### config.mk
export PLATFORM = sky130hd
export DESIGN_NAME = interrupt_sequencer_flat
export DESIGN_NICKNAME = d
export VERILOG_FILES = /design/src/rtl/interrupt_sequencer_if.sv /design/src/rtl/interrupt_sequencer.sv /design/src/flat_wrapper.sv
export SDC_FILE = /design/constraint.sdc
export NUM_CORES = 1
export LEC_CHECK = 0
export CORE_AREA = 2 2 89 108
export CTS_CLUSTER_DIAMETER = 150
export CTS_CLUSTER_SIZE = 28
export DETAILED_ROUTE_END_ITERATION = 10
export DIE_AREA = 0 0 91 110
export GPL_TIMING_DRIVEN = 0
export HOLD_SLACK_MARGIN = 0.06
export PLACE_DENSITY = 0.75
export SLEW_MARGIN = 0
export SYNTH_ARGS = -nofsm -noshare
export SYNTH_HDL_FRONTEND = slang
export SYNTH_SLANG_ARGS = --single-unit
### constraint.sdc
create_clock -name clk -period 2.6 [get_ports clk]
set_clock_uncertainty 0.2 [all_clocks]
set_input_delay 0.65 -clock clk [delete_from_list [all_inputs] [get_ports clk]]
set_output_delay 0.65 -clock clk [all_outputs]
set_load 0.1 [all_outputs]
### src/rtl/interrupt_sequencer_if.sv
// ---------------------------------------------------------------------------
// interrupt_sequencer_if
//
// Purpose : Stack-memory side of the interrupt sequencer. The sequencer
//           drives push/pop requests, the write-source selector and the
//           16-bit word to be pushed, and receives the word being popped.
//
// Signals :
//   mem_push                 - stack push request (one word per cycle)
//   mem_pop                  - stack pop request (one word per cycle)
//   memory_write_src_select  - 00 normal, 01 PC[31:16], 10 PC[15:0],
//                              11 {13'b0, CCR}
//   push_data                - word selected by memory_write_src_select
//                              from the saved PC/CCR (0 when not pushing)
//   pop_data                 - stack read data, valid while mem_pop is high
//
// Modports:
//   master - the sequencer
//   slave  - the stack memory / memory stage
// ---------------------------------------------------------------------------
interface interrupt_sequencer_if;
    logic        mem_push;
    logic        mem_pop;
    logic [1:0]  memory_write_src_select;
    logic [15:0] push_data;
    logic [15:0] pop_data;

    modport master (
        output mem_push,
        output mem_pop,
        output memory_write_src_select,
        output push_data,
        input  pop_data
    );

    modport slave (
        input  mem_push,
        input  mem_pop,
        input  memory_write_src_select,
        input  push_data,
        output pop_data
    );
endinterface

### src/rtl/interrupt_sequencer.sv
// ---------------------------------------------------------------------------
// interrupt_sequencer
//
// Purpose : Sequences interrupt entry and return-from-interrupt for a
//           pipelined CPU with a 16-bit stack.
//           Entry : push PC[31:16], PC[15:0], CCR, then jump to INT_VECTOR.
//           RTI   : pop CCR, PC[15:0], PC[31:16], then reload PC and CCR.
//           Every non-IDLE state squashes the front of the pipeline, and a
//           memory stall freezes the sequencer completely.
//
// Parameters:
//   INT_VECTOR - PC value loaded on interrupt entry
//
// Ports:
//   clk            in   rising-edge clock
//   reset          in   synchronous, active-high reset
//   int_req        in   level interrupt request
//   rti_dec        in   RTI decoded in execute this cycle
//   stall_in       in   memory busy; freezes the sequencer
//   PC             in   PC of the instruction currently in execute
//   ccr_in         in   current condition code register
//   mem            --   stack bus (master modport), see interrupt_sequencer_if
//   flush          out  squash fetch/decode/execute
//   pc_load        out  load pc_load_value into PC
//   pc_load_value  out  target PC
//   ccr_restore    out  load ccr_out into CCR
//   ccr_out        out  restored flags
//   busy           out  sequencer not IDLE
// ---------------------------------------------------------------------------
module interrupt_sequencer #(
    parameter logic [31:0] INT_VECTOR = 32'h0000_0020
) (
    input  logic                          clk,
    input  logic                          reset,
    input  logic                          int_req,
    input  logic                          rti_dec,
    input  logic                          stall_in,
    input  logic [31:0]                   PC,
    input  logic [2:0]                    ccr_in,
    interrupt_sequencer_if.master         mem,
    output logic                          flush,
    output logic                          pc_load,
    output logic [31:0]                   pc_load_value,
    output logic                          ccr_restore,
    output logic [2:0]                    ccr_out,
    output logic                          busy
);

    typedef enum logic [3:0] {
        S_IDLE     = 4'd0,
        S_PUSH_HI  = 4'd1,
        S_PUSH_LO  = 4'd2,
        S_PUSH_CCR = 4'd3,
        S_JUMP     = 4'd4,
        S_POP_CCR  = 4'd5,
        S_POP_LO   = 4'd6,
        S_POP_HI   = 4'd7,
        S_RESUME   = 4'd8
    } state_t;

    localparam logic [1:0] SRC_NORMAL = 2'b00;
    localparam logic [1:0] SRC_PC_HI  = 2'b01;
    localparam logic [1:0] SRC_PC_LO  = 2'b10;
    localparam logic [1:0] SRC_CCR    = 2'b11;

    state_t      state_q,    state_d;
    // Context captured on interrupt entry; pushed over the next three cycles.
    logic [31:0] save_pc_q,  save_pc_d;
    logic [2:0]  save_ccr_q, save_ccr_d;
    // Context rebuilt from the stack during RTI.
    logic [31:0] ret_pc_q,   ret_pc_d;
    logic [2:0]  ret_ccr_q,  ret_ccr_d;

    logic        start_entry;
    logic        start_rti;

    // IDLE departure decision. Interrupts win over RTI: the RTI's own PC is
    // saved, so the RTI re-executes once the handler returns.
    assign start_entry = !reset && !stall_in && int_req;
    assign start_rti   = !reset && !stall_in && !int_req && rti_dec;

    // -----------------------------------------------------------------------
    // State and context registers
    // -----------------------------------------------------------------------
    always_ff @(posedge clk) begin
        if (reset) begin
            state_q    <= S_IDLE;
            save_pc_q  <= '0;
            save_ccr_q <= '0;
            ret_pc_q   <= '0;
            ret_ccr_q  <= '0;
        end else begin
            state_q    <= state_d;
            save_pc_q  <= save_pc_d;
            save_ccr_q <= save_ccr_d;
            ret_pc_q   <= ret_pc_d;
            ret_ccr_q  <= ret_ccr_d;
        end
    end

    // -----------------------------------------------------------------------
    // Next-state and capture logic. A stall leaves every _d equal to its _q,
    // so state and all captured context freeze together.
    // -----------------------------------------------------------------------
    always_comb begin
        state_d    = state_q;
        save_pc_d  = save_pc_q;
        save_ccr_d = save_ccr_q;
        ret_pc_d   = ret_pc_q;
        ret_ccr_d  = ret_ccr_q;

        if (!stall_in) begin
            case (state_q)
                S_IDLE: begin
                    if (start_entry) begin
                        save_pc_d  = PC;
                        save_ccr_d = ccr_in;
                        state_d    = S_PUSH_HI;
                    end else if (start_rti) begin
                        state_d    = S_POP_CCR;
                    end
                end
                S_PUSH_HI:  state_d = S_PUSH_LO;
                S_PUSH_LO:  state_d = S_PUSH_CCR;
                S_PUSH_CCR: state_d = S_JUMP;
                S_JUMP:     state_d = S_IDLE;
                S_POP_CCR: begin
                    ret_ccr_d = mem.pop_data[2:0];
                    state_d   = S_POP_LO;
                end
                S_POP_LO: begin
                    ret_pc_d[15:0] = mem.pop_data;
                    state_d        = S_POP_HI;
                end
                S_POP_HI: begin
                    ret_pc_d[31:16] = mem.pop_data;
                    state_d         = S_RESUME;
                end
                S_RESUME:   state_d = S_IDLE;
                default:    state_d = S_IDLE;
            endcase
        end
    end

    // -----------------------------------------------------------------------
    // Output decode. Outputs depend on the held state only (plus the IDLE
    // departure decision), so a stall keeps them steady automatically.
    // -----------------------------------------------------------------------
    always_comb begin
        mem.mem_push                = 1'b0;
        mem.mem_pop                 = 1'b0;
        mem.memory_write_src_select = SRC_NORMAL;
        flush                       = 1'b1;
        pc_load                     = 1'b0;
        ccr_restore                 = 1'b0;

        case (state_q)
            S_IDLE: flush = start_entry || start_rti;
            S_PUSH_HI: begin
                mem.mem_push                = 1'b1;
                mem.memory_write_src_select = SRC_PC_HI;
            end
            S_PUSH_LO: begin
                mem.mem_push                = 1'b1;
                mem.memory_write_src_select = SRC_PC_LO;
            end
            S_PUSH_CCR: begin
                mem.mem_push                = 1'b1;
                mem.memory_write_src_select = SRC_CCR;
            end
            S_JUMP:    pc_load     = 1'b1;
            S_POP_CCR: mem.mem_pop = 1'b1;
            S_POP_LO:  mem.mem_pop = 1'b1;
            S_POP_HI:  mem.mem_pop = 1'b1;
            S_RESUME: begin
                pc_load     = 1'b1;
                ccr_restore = 1'b1;
            end
            default:   flush = 1'b0;
        endcase
    end

    // Word pushed this cycle, taken from the context captured on entry.
    always_comb begin
        case (mem.memory_write_src_select)
            SRC_PC_HI: mem.push_data = save_pc_q[31:16];
            SRC_PC_LO: mem.push_data = save_pc_q[15:0];
            SRC_CCR:   mem.push_data = {13'b0, save_ccr_q};
            default:   mem.push_data = 16'h0000;
        endcase
    end

    // JUMP targets the vector; otherwise show the PC rebuilt from the stack.
    assign pc_load_value = (state_q == S_JUMP) ? INT_VECTOR : ret_pc_q;
    assign ccr_out       = ret_ccr_q;
    assign busy          = (state_q != S_IDLE);

endmodule

### src/flat_wrapper.sv
// flat-port wrapper written by rule: the top's interface ports become plain ports
module interrupt_sequencer_flat 
#(
    parameter logic [31:0] INT_VECTOR = 32'h0000_0020
)
  (clk, reset, int_req, rti_dec, stall_in, PC, ccr_in, flush, pc_load, pc_load_value, ccr_restore, ccr_out, busy, mem_mem_push, mem_mem_pop, mem_memory_write_src_select, mem_push_data, mem_pop_data);
  interrupt_sequencer_if mem_i ();
  input  logic clk;
  input  logic reset;
  input  logic int_req;
  input  logic rti_dec;
  input  logic stall_in;
  input  logic [31:0] PC;
  input  logic [2:0] ccr_in;
  output logic flush;
  output logic pc_load;
  output logic [31:0] pc_load_value;
  output logic ccr_restore;
  output logic [2:0] ccr_out;
  output logic busy;
  output wire logic [$bits(mem_i.mem_push)-1:0] mem_mem_push;
  output wire logic [$bits(mem_i.mem_pop)-1:0] mem_mem_pop;
  output wire logic [$bits(mem_i.memory_write_src_select)-1:0] mem_memory_write_src_select;
  output wire logic [$bits(mem_i.push_data)-1:0] mem_push_data;
  input wire logic [$bits(mem_i.pop_data)-1:0] mem_pop_data;
  assign mem_mem_push = mem_i.mem_push;
  assign mem_mem_pop = mem_i.mem_pop;
  assign mem_memory_write_src_select = mem_i.memory_write_src_select;
  assign mem_push_data = mem_i.push_data;
  assign mem_i.pop_data = mem_pop_data;
  interrupt_sequencer #(.INT_VECTOR(INT_VECTOR)) u_core (.clk(clk), .reset(reset), .int_req(int_req), .rti_dec(rti_dec), .stall_in(stall_in), .PC(PC), .ccr_in(ccr_in), .mem(mem_i), .flush(flush), .pc_load(pc_load), .pc_load_value(pc_load_value), .ccr_restore(ccr_restore), .ccr_out(ccr_out), .busy(busy));
endmodule
# Word level (Yosys, flattened, before mapping)
# Index checks and enable logic that the tools add are counted.
# totals
regBits	74
in_bits	56
out_inout_bits	59
wordCells	49
# op_classes
eq_ne	12
mux	11
bitwise_logic	1
n_reduce_logical	19
# op_table
op	n
$pmux 16 s3	1
$mux 32	1
$pmux 4 s7	1
$eq 4x3->1 const B	4
$eq 4x2->1 const B	2
$mux 4	2
$reduce_and 2->1	4
$reduce_or 8->1	1
$pmux 2 s3	1
$reduce_or 3->1	2
$eq 2x2->1 const B	2
$eq 4x1->1 const B	1
$eq 4x4->1 const B	1
$logic_and 1x1->1	4
$logic_not 4->1	1
$mux 1	4
$reduce_bool 4->1	1
$logic_not 1->1	3
$ne 3x1->1 const B	1
$reduce_and 3->1	1
$eq 2x1->1 const B	1
$pmux 1 s2	1
$reduce_or 2->1	1
$logic_or 1x1->1	1
$not 1->1	1

# Depth between registers and ports, before layout
# depth
ltp_word	7
ltp_mapped	6

# Worst setup path before layout
# No wires, ideal clock.
# synth_path
path_type	reg-to-output
startpoint	register u_core.state_q[0]
endpoint	output port mem_push_data[1]
arrival_ns	3.125
path_slack_ns	-1.375
stages_incl_launch_ff	6
path_cell_list	dfxtp_1 buf_2 buf_2 nor2b_1 a22oi_1 nor3_1
# synth_via
elab_chain_cells	4
elab_cells_between_ends	8
classes_between	eq/ne: 6; mux: 2
# synth_rtl
element	line_no	rtl
start: declaration	interrupt_sequencer.sv:66	state_t state_q, state_d;
start signal: assignment	interrupt_sequencer.sv:93	state_q <= state_d;
$eq 4x2->1 or $eq 4x1->1 (tied branches)	interrupt_sequencer.sv:157	case (state_q)
$pmux 2 s3 *	interrupt_sequencer.sv:157	
$eq 2x2->1 or $eq 2x1->1 (tied branches)	interrupt_sequencer.sv:185	case (mem.memory_write_src_select)
$pmux 16 s3 *	interrupt_sequencer.sv:185	
end: declaration	flat_wrapper.sv:24	output wire logic [$bits(mem_i.push_data)-1:0] mem_push_data;
# Mark *: on every way between the ends. The rest lies on a longest branch, timed or not.

# Worst setup path after layout
# layout_path
startpoint	register u_core.state_q[1]
endpoint	output port mem_push_data[7]
# The elaborated chain is that of the path after synthesis.

==> impl_metrics.ini <==
[status]
result_of_the_run = finished, violations left
violations = setup timing

[setup_path]
cp_data_arrival_time_ns = 1.98
max_stage_delay_ns = 0.34
worst-endpoint-required_ns = 1.75
cp_num_buf_inv = 4
critical_path.most_common_cell = buf_6
crit_path_end_kind = output pin
critical_path.cell_chain = buf_6, or2_4, nor3b_4, buf_6, buf_8, a22o_4, buf_12
critical_path_launch_point_type = flip-flop
path_class = reg2out
path_max_fanout = 5
slowest_stage = dfxtp_2
cpLargestDelayFamily = buffers and inverters

[sta]
grt_setup_unrepaired = true
report.final.setup_viol = 46
timing.final.hold_violations = 0
max-slew-margin-rel_pct = 36.2
final_period_minus_worst_setup_slack_ns = 2.83
worst_hold_margin_ns = 0.274
setup_slack_after_layout_ns = -0.227
tightestPinTransition_ns = 0.961
fmax_mhz = 354
finalCritPeriodShare_pct = 109
maxSlewViolCount = 0

[floorplan]
floorplan.die.height_um = 110
starting_density_of_the_core_pct = 39.2
floorplan.die_area_um2 = 10000
num_io_pins = 115
core_ar_um2 = 8940
row_count = 38
chipWidth_um = 91

[synthesis]
synth_top_cells_by_area = dfxtp_1, a21oi_1, nand3_1, o21ai_0, nor2b_1
postSynthAreaPerCell_um2 = 8.08
number_of_synthesized_flops_with_an_enable_pin = 0
async_flop_share_pct = 0
yosys_warnings = 0
netlist_instances = 434
yosys_register_bits = 74
synth.largest_area_cell = dfxtp_1
postSynthNetCount = 490
synth_ff_type = dfxtp_1
ys_types = 37
synth_top_cell_area_share_pct = 42.3
yosysSeqAreaShare_pct = 42.3
mappedNetlistArea_um2 = 3510

[global_route]
grt_usage_pct = 23.0
grt.busiest_layer = met2
met2_usage_pct = 44.0
global_route_overflow = 0
wire_length_of_the_first_global_routing_pass_mm = 18.4
antenna_violations_before_repair = 0
globalRouteMet1Util_pct = 25.1
grt_max_degree = 12
grt_util_met3_pct = 3.40
first_global_vias = 3816

[drt]
num_vias = 3909
antenna_violating_nets_post_route = 0
drt_pass1_iterations = 5
detail_route.iter0.violations = 188
drt-wirelength-per-cell_um = 17.4
route.final.wire_length_mm = 12.4
drt-vias-per-instance = 5.47
drcViolationCount = 0

[place]
io_buffer_count = 113
dp.final_hpwl_mm = 7.97
dpl_worst_slack_ns = -1.08
placed_cells = 667
routabilityCongestion = 0.818

[cts]
clock_tree_from_tritoncts = built
numClockSinks = 74
cts_inserted_buffers = 9
clockBufferDepth = 2
cts.hold.buffers_added = 0
cts.reportedPaths.clkPinSlew_ns = 0.07
cts_root_buffer = clkbuf_8
worst_skew_pair.late_latency_ns = 0.36
cts-htree-levels = 3

[cells_and_area]
final_cells = 714
num-nets-final = 645
final_layout_size_suffix_gt1_share_pct = 32.3
antenna_cells = 0
n_fill_cell = 676
area.growth.synth_to_final_pct = 77.9

[pwr]
p_per_area_nw_per_um2 = 456
netSwitchingFraction_pct = 30.6
combinational_power_share_pct = 26.5
intPower_mw = 1.97
netSwitchingPower_mw = 0.869
worst_ir_drop_vdd_mv = 0.313
sequentialPowerShare_pct = 41.3
power_frac_clock_pct = 32.3
leakage_nw = 2.23

[flow_run]
cap_violations = 0

[min_path]
timing.hold.worst.class = reg2reg
## cells in the mapped netlist, drive strengths merged, types with 6 or more instances
library cell and n:
dfxtp 74, nor2b 34, a21oi 72, clkbuf 29, a22o 13, nand3 71, nor2 6, o21ai 72
buf 18, nor3 6
## layer usage
layer	share of wire, %	up-vias	wire [um]
li1	-	1864	-
met1	39	1872	4810
met2	54	153	6700
met3	5.5	20	683
met4	1.9	0	242
met5	0	-	0
## worst register-to-register path: stages, from the launching register on
cell	delay, ns
dfxtp_4	0.37
clkbuf_16	0.15
buf_4	0.13
nor4bb_1	0.31
clkbuf_1	0.32
buf_4	0.23
nand3_1	0.10
a21oi_1	0.15
## registers in the layout, indices dropped and copies added (netlist names)
signal / count
u_core.save_ccr_q: 3
u_core.save_pc_q: 32
u_core.ret_pc_q: 32
u_core.ccr_out: 3
u_core.state_q: 4
## kinds of logic (layout without fill, tap and decap cells)
group | Yosys count | after routing | share of synthesized area, %
flip-flops | 74 | 74 | 42.3
buffers and inverters | 49 | 209 | 7.35
AND/OR/NAND/NOR | 139 | 139 | 22.8
multiplexers | 4 | 4 | 1.28
AO/OA/AOI/OAI | 166 | 166 | 25.8
XOR/XNOR | 2 | 2 | 0.500
## layout by cell type (no fill, tap or decap), types with 2 or more instances in the layout
| cell | instances |
|---|---|
| nor3b_2 | 2 |
| a22o_2 | 5 |
| clkbuf_1 | 29 |
| clkbuf_8 | 11 |
| mux2_4 | 2 |
| clkbuf_16 | 3 |
| nor2b_4 | 30 |
| dfxtp_2 | 2 |
| and2_1 | 2 |
| a21oi_1 | 72 |
| or2_4 | 3 |
| buf_6 | 20 |
| dfxtp_1 | 71 |
| nand2_1 | 4 |
| o21ai_0 | 43 |
| o21ai_1 | 29 |
| nor2b_1 | 4 |
| clkdlybuf4s50_1 | 54 |
| nor2_1 | 6 |
| nor3b_4 | 2 |
| dlygate4sd2_1 | 3 |
| buf_8 | 10 |
| clkbuf_4 | 3 |
| nor3_4 | 5 |
| buf_2 | 2 |
| mux2_2 | 2 |
| buf_4 | 27 |
| a22oi_2 | 3 |
| buf_12 | 43 |
| nand3_1 | 71 |
| a22o_4 | 8 |
## layout make-up
type	instances	area, um2	area share (%)
clock buffers	14	163	2.61
clock inverters	2	35.0	0.562
inverters	2	10.0	0.160
repair buffers	146	1890	30.3
flip-flops and latches	74	1490	23.9
well taps	120	150	2.41
plain buffers	45	323	5.18
multi-input cells	311	2180	35.0
## final timing paths
path                             start                    to  slack (ns)  depth (start not counted)
hold / removal    u_core.save_ccr_q[0]  u_core.save_ccr_q[0]        0.27                          2
setup reg to reg     u_core.state_q[0]    u_core.ret_pc_q[6]        0.58                          7
hold reg to reg   u_core.save_ccr_q[0]  u_core.save_ccr_q[0]        0.27                          2
setup / recovery     u_core.state_q[1]      mem_push_data[7]       -0.23                          7
## power groups by stage
stage               registers [mW]  logic (mW)  clock network, mW
floorplan                     1.19       0.378                  0
global placement              1.19       0.566                  0
detailed placement            1.19       0.572                  0
CTS                           1.17       0.681              0.915
global route                  1.17       0.790              0.952
finish                        1.17       0.753              0.917
## through the flow
step	TNS [ns]	total power [mW]	cell area (um2)	utilization, %
floorplan	-7.30	1.57	3620	-
global placement	-44.09	1.76	4900	54.9
detailed placement	-45.70	1.77	4900	54.9
CTS	-3.91	2.77	5780	64.7
global route	-6.67	2.92	6240	69.8
finish	-5.29	2.84	6240	69.8
## what timing repair did
item / 4_1_cts / 5_1_grt
gates cloned: 3 / 3
pin swaps: 13 / 9
endpoints found under the setup margin: 59 / 55
gates resized for setup: 500 / 81
buffers inserted: 20 / 8
Power figures use the tool's default switching activity.
